### src/rtl/arcade_input_mapper.sv
// arcade_input_mapper: PS/2 keys and two pads to active-low arcade controls with coin pulse shaping
// Optional feature: define AUTO_COIN_EN so a start press also requests a coin on the same slot.
module arcade_input_mapper #(
  parameter int COIN_PULSE = 2400000,
  parameter int COIN_GAP   = 2400000
) (
  input  logic        CLK_IN,
  input  logic        I_RESET_N,
  input  logic [10:0] I_PS2_KEY,
  input  logic [15:0] I_JOY0,
  input  logic [15:0] I_JOY1,
  output logic [1:0]  O_COIN_S,
  output logic [1:0]  O_FIRE_S,
  output logic [1:0]  O_BOMB_S,
  output logic [1:0]  O_SELECT_S,
  output logic [1:0]  O_UP_S,
  output logic [1:0]  O_DOWN_S,
  output logic [1:0]  O_LEFT_S,
  output logic [1:0]  O_RIGHT_S,
  output logic        O_TEST
);
  localparam logic [1:0] IDLE  = 2'd0;
  localparam logic [1:0] PULSE = 2'd1;
  localparam logic [1:0] GAP   = 2'd2;
  localparam logic [23:0] PULSE_LD = 24'(COIN_PULSE - 1);
  localparam logic [23:0] GAP_LD   = 24'(COIN_GAP - 1);
  // Latch index i answers to scancode CODES[i*8 +: 8]; indices 0..3 are the arrows, which ignore the extended flag.
  localparam logic [151:0] CODES = {8'h2C, 8'h1B, 8'h1C, 8'h34, 8'h23, 8'h2B, 8'h2D, 8'h36, 8'h2E, 8'h1E,
                                    8'h06, 8'h16, 8'h05, 8'h29, 8'h14, 8'h74, 8'h6B, 8'h72, 8'h75};
  logic        tog_q;
  logic        key_evt;
  logic [18:0] keys;
  logic [18:0] hit;
  logic        start1;
  logic        start2;
  logic [1:0]  req;
  logic [1:0]  req_q;
  logic [1:0]  state [2];
  logic [23:0] cnt [2];
  logic        unused_joy;
  assign unused_joy = ^{I_JOY0[15:9], I_JOY1[15:9]};
  assign key_evt = I_PS2_KEY[10] ^ tog_q;
  genvar i;
  generate
    for (i = 0; i < 19; i++) begin : g_hit
      assign hit[i] = (I_PS2_KEY[7:0] == CODES[i*8 +: 8]) && ((i < 4) ? 1'b1 : !I_PS2_KEY[8]);
    end
  endgenerate
  assign start1 = keys[6] | keys[7] | I_JOY0[6] | I_JOY1[6];
  assign start2 = keys[8] | keys[9] | I_JOY0[7] | I_JOY1[7];
`ifdef AUTO_COIN_EN
  assign req = {keys[11] | I_JOY1[8] | start2, keys[10] | I_JOY0[8] | start1};
`else
  assign req = {keys[11] | I_JOY1[8], keys[10] | I_JOY0[8]};
`endif
  // Track the toggle bit and load the addressed key latch with the pressed flag on each key event.
  always_ff @(posedge CLK_IN) begin
    tog_q <= I_PS2_KEY[10];
    if (!I_RESET_N)
      keys <= '0;
    else if (key_evt)
      keys <= (keys & ~hit) | (hit & {19{I_PS2_KEY[9]}});
  end
  // Remember last coin requests; reset high so a request held through reset must drop before it counts.
  always_ff @(posedge CLK_IN)
    req_q <= !I_RESET_N ? 2'b11 : req;
  // Per-slot coin sequencer: a rising request starts a fixed pulse followed by a dead gap; edges meanwhile are dropped.
  always_ff @(posedge CLK_IN)
    for (int s = 0; s < 2; s++)
      if (!I_RESET_N) begin
        state[s] <= IDLE;
        cnt[s]   <= '0;
      end else if (state[s] == IDLE) begin
        if (req[s] && !req_q[s]) begin
          state[s] <= PULSE;
          cnt[s]   <= PULSE_LD;
        end
      end else if (cnt[s] == '0) begin
        state[s] <= (state[s] == PULSE) ? GAP : IDLE;
        cnt[s]   <= (state[s] == PULSE) ? GAP_LD : '0;
      end else begin
        cnt[s] <= cnt[s] - 24'd1;
      end
  // Registered active-low controls: key latches ORed with the matching pad bits.
  always_ff @(posedge CLK_IN)
    if (!I_RESET_N) begin
      O_COIN_S   <= 2'b11;
      O_FIRE_S   <= 2'b11;
      O_BOMB_S   <= 2'b11;
      O_SELECT_S <= 2'b11;
      O_UP_S     <= 2'b11;
      O_DOWN_S   <= 2'b11;
      O_LEFT_S   <= 2'b11;
      O_RIGHT_S  <= 2'b11;
      O_TEST     <= 1'b0;
    end else begin
      O_COIN_S   <= ~{state[1] == PULSE, state[0] == PULSE};
      O_FIRE_S   <= ~{keys[16] | I_JOY1[4], keys[4] | I_JOY0[4]};
      O_BOMB_S   <= ~{keys[17] | I_JOY1[5], keys[5] | I_JOY0[5]};
      O_SELECT_S <= ~{start2, start1};
      O_UP_S     <= ~{keys[12] | I_JOY1[3], keys[0] | I_JOY0[3]};
      O_DOWN_S   <= ~{keys[13] | I_JOY1[2], keys[1] | I_JOY0[2]};
      O_LEFT_S   <= ~{keys[14] | I_JOY1[1], keys[2] | I_JOY0[1]};
      O_RIGHT_S  <= ~{keys[15] | I_JOY1[0], keys[3] | I_JOY0[0]};
      O_TEST     <= keys[18];
    end
endmodule

### config.mk
export PLATFORM = sky130hd
export DESIGN_NAME = arcade_input_mapper
export DESIGN_NICKNAME = d
export VERILOG_FILES = /design/src/rtl/arcade_input_mapper.sv
export SDC_FILE = /design/constraint.sdc
export NUM_CORES = 1
export LEC_CHECK = 0
export CORE_MARGIN = 8
export CORE_UTILIZATION = 50
export CTS_CLUSTER_DIAMETER = 30
export DETAILED_ROUTE_END_ITERATION = 8
export DONT_BUFFER_PORTS = 1
export PLACE_DENSITY = 0.68
export REMOVE_ABC_BUFFERS = 1
export SYNTH_ARGS = -nofsm -noshare
export SYNTH_HDL_FRONTEND = slang
export SYNTH_SLANG_ARGS = --single-unit
### constraint.sdc
create_clock -name CLK_IN -period 2.38 [get_ports CLK_IN]
set_clock_uncertainty 0.05 [all_clocks]
set_input_delay 0.476 -clock CLK_IN [delete_from_list [all_inputs] [get_ports CLK_IN]]
set_output_delay 0.476 -clock CLK_IN [all_outputs]
set_load 0.1 [all_outputs]
# --- After elaboration in Yosys (flattened, before gate mapping) ---
# Memories as Yosys holds them, arrays and structs flattened.
# Index checks and enable logic that the tools add are counted.
word_totals:
  wordCells: 143
  regBits: 39
  output_inout_bits: 17
  memories: 2
  in_bits: 45
  ram_bits: 52
memory_table:
  columns: ["name", "depth", "word_bits", "rd", "rd_clocked_by_memory_dff", "wr", "line_no", "text"]
  rows:
  - ["cnt", 2, 24, 2, 0, 2, "39", "logic [23:0] cnt [2];"]
  - ["state", 2, 2, 2, 0, 2, "38", "logic [1:0] state [2];"]
op_classes:
  n_bitwise: 43
  muxes: 39
  n_reduce_logical: 24
  add_sub_neg: 2
  n_eq_ne: 21
op_table:
  columns: ["operator", "n"]
  rows:
  - ["$mux W24", 6]
  - ["$eq A8 B6 Y1 const B", 8]
  - ["$logic_not A24 Y1", 2]
  - ["$sub A24 B1 Y24 const B", 2]
  - ["$mux W22", 2]
  - ["$eq A8 B5 Y1 const B", 5]
  - ["$and A19 B19 Y19", 2]
  - ["$eq A8 B7 Y1 const B", 4]
  - ["$or A1 B1 Y1", 30]
  - ["$mux W1", 25]
  - ["$not A19 Y19", 1]
  - ["$or A19 B19 Y19", 1]
  - ["$logic_and A1 B1 Y1", 17]
  - ["$eq A8 B3 Y1 const B", 2]
  - ["$not A2 Y2", 8]
  - ["$mux W2", 6]
  - ["$eq A2 B1 Y1 const B", 2]
  - ["$logic_not A2 Y1", 2]
  - ["$logic_not A1 Y1", 3]
  - ["$xor A1 B1 Y1", 1]

# --- Logic depth before layout (Yosys ltp) ---
# Gate-level depths: netlist of the first run.
depth:
  ltp_word: 9
  depth_mapped: 8
  depth_no_buf: 7

# --- Worst setup path after synthesis of the first run ---
# Ideal clock, no wire load.
synth_timing:
  path_kind: "input to register"
  from: "input I_RESET_N"
  to: "memory cnt[0][0] (enable)"
  n_path_buf: 3
  setup_ns: 0.494
  cell_stages: 4
  path_slack_ns: -0.077
  t_arrival_ns: 1.913
  path_cell_list: "clkbuf_1 buf_1 clkbuf_1 o211ai_1"
synth_lines:
  columns: ["element", "line_no", "text"]
  rows:
  - ["start: declaration", "8", "input logic I_RESET_N,"]
  - ["end: declaration", "39", null]

==> results of run 1 <==
## per-stage QoR
stage	cells	hold WS, ns	util
final	567	0.0909	0.576
after global routing	567	0.0638	0.576
after CTS	567	0.0703	0.576
after detailed placement	551	0.390	0.551
after global placement	551	0.386	0.551
after floorplan	410	0.363	-
## worst max path at each step
stage / startpoint / endpoint / depth (start not counted) / slack, ns
finish: cnt[0][17]$_SDFFCE_PN0P_ / cnt[0][2]$_DFFE_PP_ / 6 / 0.15
global route: cnt[0][17]$_SDFFCE_PN0P_ / cnt[0][2]$_DFFE_PP_ / 6 / 0.01
CTS: cnt[0][17]$_SDFFCE_PN0P_ / cnt[0][3]$_DFFE_PP_ / 6 / 0.15
detailed placement: cnt[0][19]$_SDFFCE_PN0P_ / cnt[0][3]$_DFFE_PP_ / 6 / 0.17
global placement: cnt[0][17]$_SDFFCE_PN0P_ / cnt[0][3]$_DFFE_PP_ / 6 / 0.25
floorplan: I_JOY0[8] / cnt[0][0]$_DFFE_PP_ / 2 / 0.18
## cells in the final DEF, fill, tap and decap left out, types with 5 or more instances in the layout
master / instances
o41ai_1: 5
nand3b_1: 6
xnor2_1: 15
dfxtp_1: 39
o21ai_0: 18
clkbuf_8: 9
nand3_1: 15
a21oi_1: 16
nor2b_1: 12
edfxtp_1: 52
xor2_1: 29
nand2b_1: 6
nand4b_1: 5
nand4_1: 7
o21ai_2: 10
mux2i_1: 11
buf_4: 32
and2_1: 5
nand2_1: 36
nor2_1: 44
nor3_1: 15
inv_1: 7
nor4_1: 6
## per-layer routing
metal | share of wire | up-vias | track usage
met4 | 0.013 | 2 | 0.0507
li1 | - | 1595 | -
met5 | 0.0014 | - | 0
met3 | 0.063 | 12 | 0.0547
met1 | 0.47 | 1517 | 0.188
met2 | 0.46 | 64 | 0.233
## final cells by class
class | count | area, um2 | share of cell area
Tap cell | 108 | 135 | 0.0268
Inverter | 7 | 26.3 | 0.00521
Timing Repair Buffer | 33 | 260 | 0.0516
Multi-Input combinational cell | 312 | 2070 | 0.410
Sequential cell | 91 | 2340 | 0.464
Clock buffer | 11 | 174 | 0.0345
Clock inverter | 5 | 38.8 | 0.00769
## worst max-delay path, cell delays in order (launching register included)
cell and delay, ns:
edfxtp_1 0.48, or4_4 0.56, nor4_4 0.24, nand4_2 0.18
nand3b_2 0.14, buf_12 0.18, o21ai_0 0.11
## logic make-up after synthesis
group / share of synthesized area
compound gates: 0.0951
xor+xnor: 0.0852
fa+ha+maj: 0.0111
buf+inv: 0.0254
flops: 0.518
mux: 0.0243
simple gates: 0.241
## power by group
| group | switching (mW) | internal [mW] |
|---|---|---|
| sequential | 0.149 | 1.84 |
| clock | 0.568 | 0.516 |
| combinational | 0.489 | 0.327 |
==> results.txt, run 1 <==
status: complete, no violations
worst slew pin tran: 0.597 ns
DRC Markers: 0
dpl cell area: 4830 um2
hold_buf cts: 0
Mapped Cells: 426
crit start category: flop
vias: 3,190
H-tree levels: 3
post-route design area: 5040 um2
worst slack, placed: 0.175 ns
Async S/R FF share, synth: 0
Synth area leaders: edfxtp_1 35%, dfxtp_1 17%, xor2_1 5.6%
post-route setup slack: 0.151 ns
number of global-route vias before repair: 3,284
Routed Wire Length: 9.01 mm
antenna-violating nets left: 0
WP data required: 2.41 ns
worst vdd ir: 412 uV
Crit Reg-Reg Endpoint: cnt[0][2]$_DFFE_PP_
Clock Tree Root: clkbuf_8
Hold Path Depth: 0
Routability Congestion: 0.781
PwrDens: 771 nW/um2
DR iter-0 viols: 190
type of the worst min-delay path: in -> reg
RSZ-0062 raised after global routing: no
Via density: 5.63
area grow syn2layout: 11.5%
Mapped Area: 4530 um2
CTS tree: done
most instantiated cells after synthesis: 52 x edfxtp_1, 44 x nor2_1, 39 x dfxtp_1, 36 x nand2_1, 29 x xor2_1
WS Path Type: reg -> reg
flop2flop setup slack: 0.15 ns
WHS Endpoint: tog_q$_DFF_P_
final hold violations: 0
yosys warns: 0
Slew Limit Fails: 0
Reg clk slew, reported paths: 0.10 ns
DRT Pass-1 Iters: 4
Rel. slew slack: 0.602
Yosys top cell area share: 0.345
post_cts resized: 0
row count: 34
Seq/Total Area, Yosys: 0.518
CP Capture Type: flop
initial core utilization: 0.516
Post-CTS Setup Inserts: 0
Design Power: 3.89 mW
Nets: 503
Critical Path AT: 2.26 ns
insertion delay to the later sink of the worst-skew pair: 0.36 ns
share of cells above drive strength 1: 0.179
Setup TNS: 0 ns
RR Startpoint: cnt[0][17]$_SDFFCE_PN0P_
total gr overflow: 0
Num CTS Buffers: 9
post-synth top area cell: edfxtp_1
Core ar.: 8760 um2
R2R cell count: 6
worst hold start: I_PS2_KEY[10]
Max Cap Violations: 0
Pleak: 1.90 nW
Die ar.: 12,400 um2
minimum clock period: 2.23 ns
maximum number of pins on one net before global-route repair: 47
IO buf count: 0
syn avg cell area: 10.6 um2
Die Ht: 111 um
Sink Count: 91
Die X: 111 um
Setup-failing EPs final: 0
fillcell total: 767
WL/cell: 15.9 um
Post-synth EDFFs: 52
Synth cell types: 51
global-route wire length before repair: 15.7 mm
top_reg_cell synth: edfxtp_1
initial antenna violation count: 1
HPWL Detailed: 6.41 mm
ant diodes: 0
#FFs+latches synth: 91
Worst Path Max Fanout: 24
CTS Buffer Depth: 2
fmax: 449 MHz
period utilisation layout: 0.937
most common cell in the netlist: edfxtp_1
Total Routing Usage GR: 0.150
Ports: 62
Power figures use the tool's default switching activity.
==> run 2, diff against run 1 <==
--- a/config.mk
+++ b/config.mk
@@ -6,12 +6,12 @@
 export NUM_CORES = 1
 export LEC_CHECK = 0
 export CORE_MARGIN = 8
-export CORE_UTILIZATION = 50
+export CORE_UTILIZATION = 40
 export CTS_CLUSTER_DIAMETER = 30
 export DETAILED_ROUTE_END_ITERATION = 8
 export DONT_BUFFER_PORTS = 1
-export PLACE_DENSITY = 0.68
 export REMOVE_ABC_BUFFERS = 1
+export SLEW_MARGIN = 20
 export SYNTH_ARGS = -nofsm -noshare
 export SYNTH_HDL_FRONTEND = slang
 export SYNTH_SLANG_ARGS = --single-unit
==> constraint.sdc (replaced) <==
create_clock -name CLK_IN -period 2.3 [get_ports CLK_IN]
set_clock_uncertainty 0.05 [all_clocks]
set_input_delay 0.46 -clock CLK_IN [delete_from_list [all_inputs] [get_ports CLK_IN]]
set_output_delay 0.46 -clock CLK_IN [all_outputs]
set_load 0.1 [all_outputs]
==> run 2 against run 1 <==
Effect of this change:
- critical path depth stayed put
- sequential power is 3% higher
- via count grew 0.38%
- final cell count increased by 7.1%
- combinational power grew 6.4%
- clock power up 32%
- maximum frequency grew 1.9%
- count of clock-buffer cells in the layout is the same
- worst hold slack better by 0.0056 ns
- worst setup slack worse by 0.038 ns
==> results.txt, run 2 (synthesized netlist as in run 1, its figures left out) <==
status: complete, no violations (unchanged)
DRT Pass-1 Iters: 4 (unchanged)
Setup TNS: 0 ns (unchanged)
crit path max-delay cell type: or4_4 (unchanged)
Routability Congestion: 0.756 (was 0.781)
post_cts resized: 0 (unchanged)
Worst Path Max Fanout: 24 (unchanged)
CTS Buffer Depth: 2 (unchanged)
IO buf count: 0 (unchanged)
Max Cap Violations: 0 (unchanged)
critical path's top delay family: simple AND/OR/NAND/NOR gates (unchanged)
Critical Path AT: 2.19 ns (was 2.26 ns)
maximum number of pins on one net before global-route repair: 47 (unchanged)
WL/cell: 15.1 um (was 15.9 um)
CP Capture Type: flop (unchanged)
global-route wire length before repair: 15.5 mm (was 15.7 mm)
DR iter-0 viols: 195 (was 190)
area of the multi-input gates: 2070 um2 (unchanged)
period utilisation layout: 0.951 (was 0.937)
Core ar.: 11,200 um2 (was 8760 um2)
Num CTS Buffers: 9 (unchanged)
Pleak: 1.97 nW (was 1.90 nW)
CTS tree: done (unchanged)
WS Path Type: reg -> reg (unchanged)
Die X: 122 um (was 111 um)
Rel. slew slack: 0.634 (was 0.602)
Reg clk slew, reported paths: 0.06 ns (was 0.10 ns)
Setup-failing EPs final: 0 (unchanged)
total gr overflow: 0 (unchanged)
fmax: 457 MHz (was 449 MHz)
hold_ws: 0.0965 ns (was 0.0909 ns)
Routed Wire Length: 9.16 mm (was 9.01 mm)
insertion delay to the later sink of the worst-skew pair: 0.33 ns (was 0.36 ns)
commonest non-fill, non-tap cell in the layout: edfxtp_1 (unchanged)
Via density: 5.28 (was 5.63)
vias: 3,202 (was 3,190)
Sink Count: 91 (unchanged)
DRC Markers: 0 (unchanged)
PwrDens: 836 nW/um2 (was 771 nW/um2)
worst vdd ir: 461 uV (was 412 uV)
type of the worst min-delay path: in -> reg (unchanged)
ant diodes: 0 (unchanged)
Ports: 62 (unchanged)
largest stage delay on the critical path: 0.56 ns (about the same)
WP buf/inv: 1 (unchanged)
Nets: 508 (was 503)
worst path cell trace: or4_4, nor4_4, nand4_2, nand3b_2, buf_12, o21ai_0 (unchanged)
final hold violations: 0 (unchanged)
Die ar.: 15,000 um2 (was 12,400 um2)
worst hold start: I_PS2_KEY[10] (unchanged)
Critical Path Source: cnt[0][17]$_SDFFCE_PN0P_ (unchanged)
most frequent cells in the layout: 52 x edfxtp_1, 44 x nor2_1, 39 x dfxtp_1, 37 x buf_4, 36 x nand2_1 (was 52 x edfxtp_1, 44 x nor2_1, 39 x dfxtp_1, 36 x nand2_1, 32 x buf_4)
RSZ-0062 raised after global routing: no (unchanged)
WP data required: 2.31 ns (was 2.41 ns)
antenna-violating nets left: 0 (unchanged)
flop2flop setup slack: 0.11 ns (was 0.15 ns)
FF/Latch Area: 2340 um2 (unchanged)
H-tree levels: 3 (unchanged)
row count: 39 (was 34)
HPWL Detailed: 6.46 mm (was 6.41 mm)
Total Routing Usage GR: 0.129 (was 0.150)
initial core utilization: 0.403 (was 0.516)
Clock Tree Root: clkbuf_16 (was clkbuf_8)
number of global-route vias before repair: 3,318 (was 3,284)
Die Ht: 122 um (was 111 um)
hold_buf cts: 0 (unchanged)
crit start category: flop (unchanged)
Post-CTS Setup Inserts: 0 (unchanged)
worst slew pin tran: 0.544 ns (was 0.597 ns)
minimum clock period: 2.19 ns (was 2.23 ns)
area grow syn2layout: 15.1% (was 11.5%)
RR Startpoint: cnt[0][17]$_SDFFCE_PN0P_ (unchanged)
share of cells above drive strength 1: 0.185 (was 0.179)
fillcell total: 1,088 (was 767)
Slew Limit Fails: 0 (unchanged)
initial antenna violation count: 0 (was 1)
==> run 2: changes by cell type in the layout (fill, tap and decap cells not counted) <==
| cell | delta |
|---|---|
| clkbuf_16 | +8 |
| clkbuf_8 | -8 |
| buf_4 | +5 |
| clkinv_1 | +1 |
| clkinv_2 | +1 |
| clkinv_4 | -1 |
| inv_4 | -1 |
==> run 2: final cells by class <==
cell class | instances | share of cell area
flip-flops and latches | 91 | 0.450
multi-input cells | 312 | 0.397
repair buffers | 38 | 0.0572
clock buffers | 11 | 0.0507
well taps | 143 | 0.0343
clock inverters | 5 | 0.00624
inverters | 7 | 0.00504
==> run 2: path summary, 6_finish.rpt <==
path	endpoint	cells past startpoint
worst max-delay path	cnt[0][3]$_DFFE_PP_	6
worst min-delay path	tog_q$_DFF_P_	0
worst max register to register	cnt[0][3]$_DFFE_PP_	6
worst min register to register	O_DOWN_S[0]$_SDFF_PN1_	1
==> run 2: worst register-to-register path, stage by stage, from the launching register on <==
cell and delay [ns]:
edfxtp_1 0.46, or4_4 0.56, nor4_4 0.24, nand4_2 0.17, nand3b_2 0.14, buf_12 0.19
o21ai_0 0.12
==> run 2: stage by stage <==
stage | std cells | utilization | instance area (um2) | power, mW | worst slack [ns]
floorplan | 410 | - | 4440 | 2.71 | 0.118
global placement | 591 | 0.438 | 4910 | 2.93 | 0.151
global route | 607 | 0.464 | 5210 | 4.58 | 0.00404
finish | 607 | 0.464 | 5210 | 4.35 | 0.113
CTS | 607 | 0.464 | 5210 | 4.41 | 0.0942
detailed placement | 591 | 0.438 | 4910 | 2.95 | 0.116
==> run 2: routing by layer <==
metal  track usage  wire length, um
met5             0                0
met1         0.155             4250
met3        0.0538              666
met4        0.0472               48
met2         0.204             4190
==> run 2: report_power, final <==
part,total (mW),internal (mW),switching [mW]
clock network,1.43,0.828,0.604
registers,2.05,1.91,0.146
logic,0.868,0.351,0.517
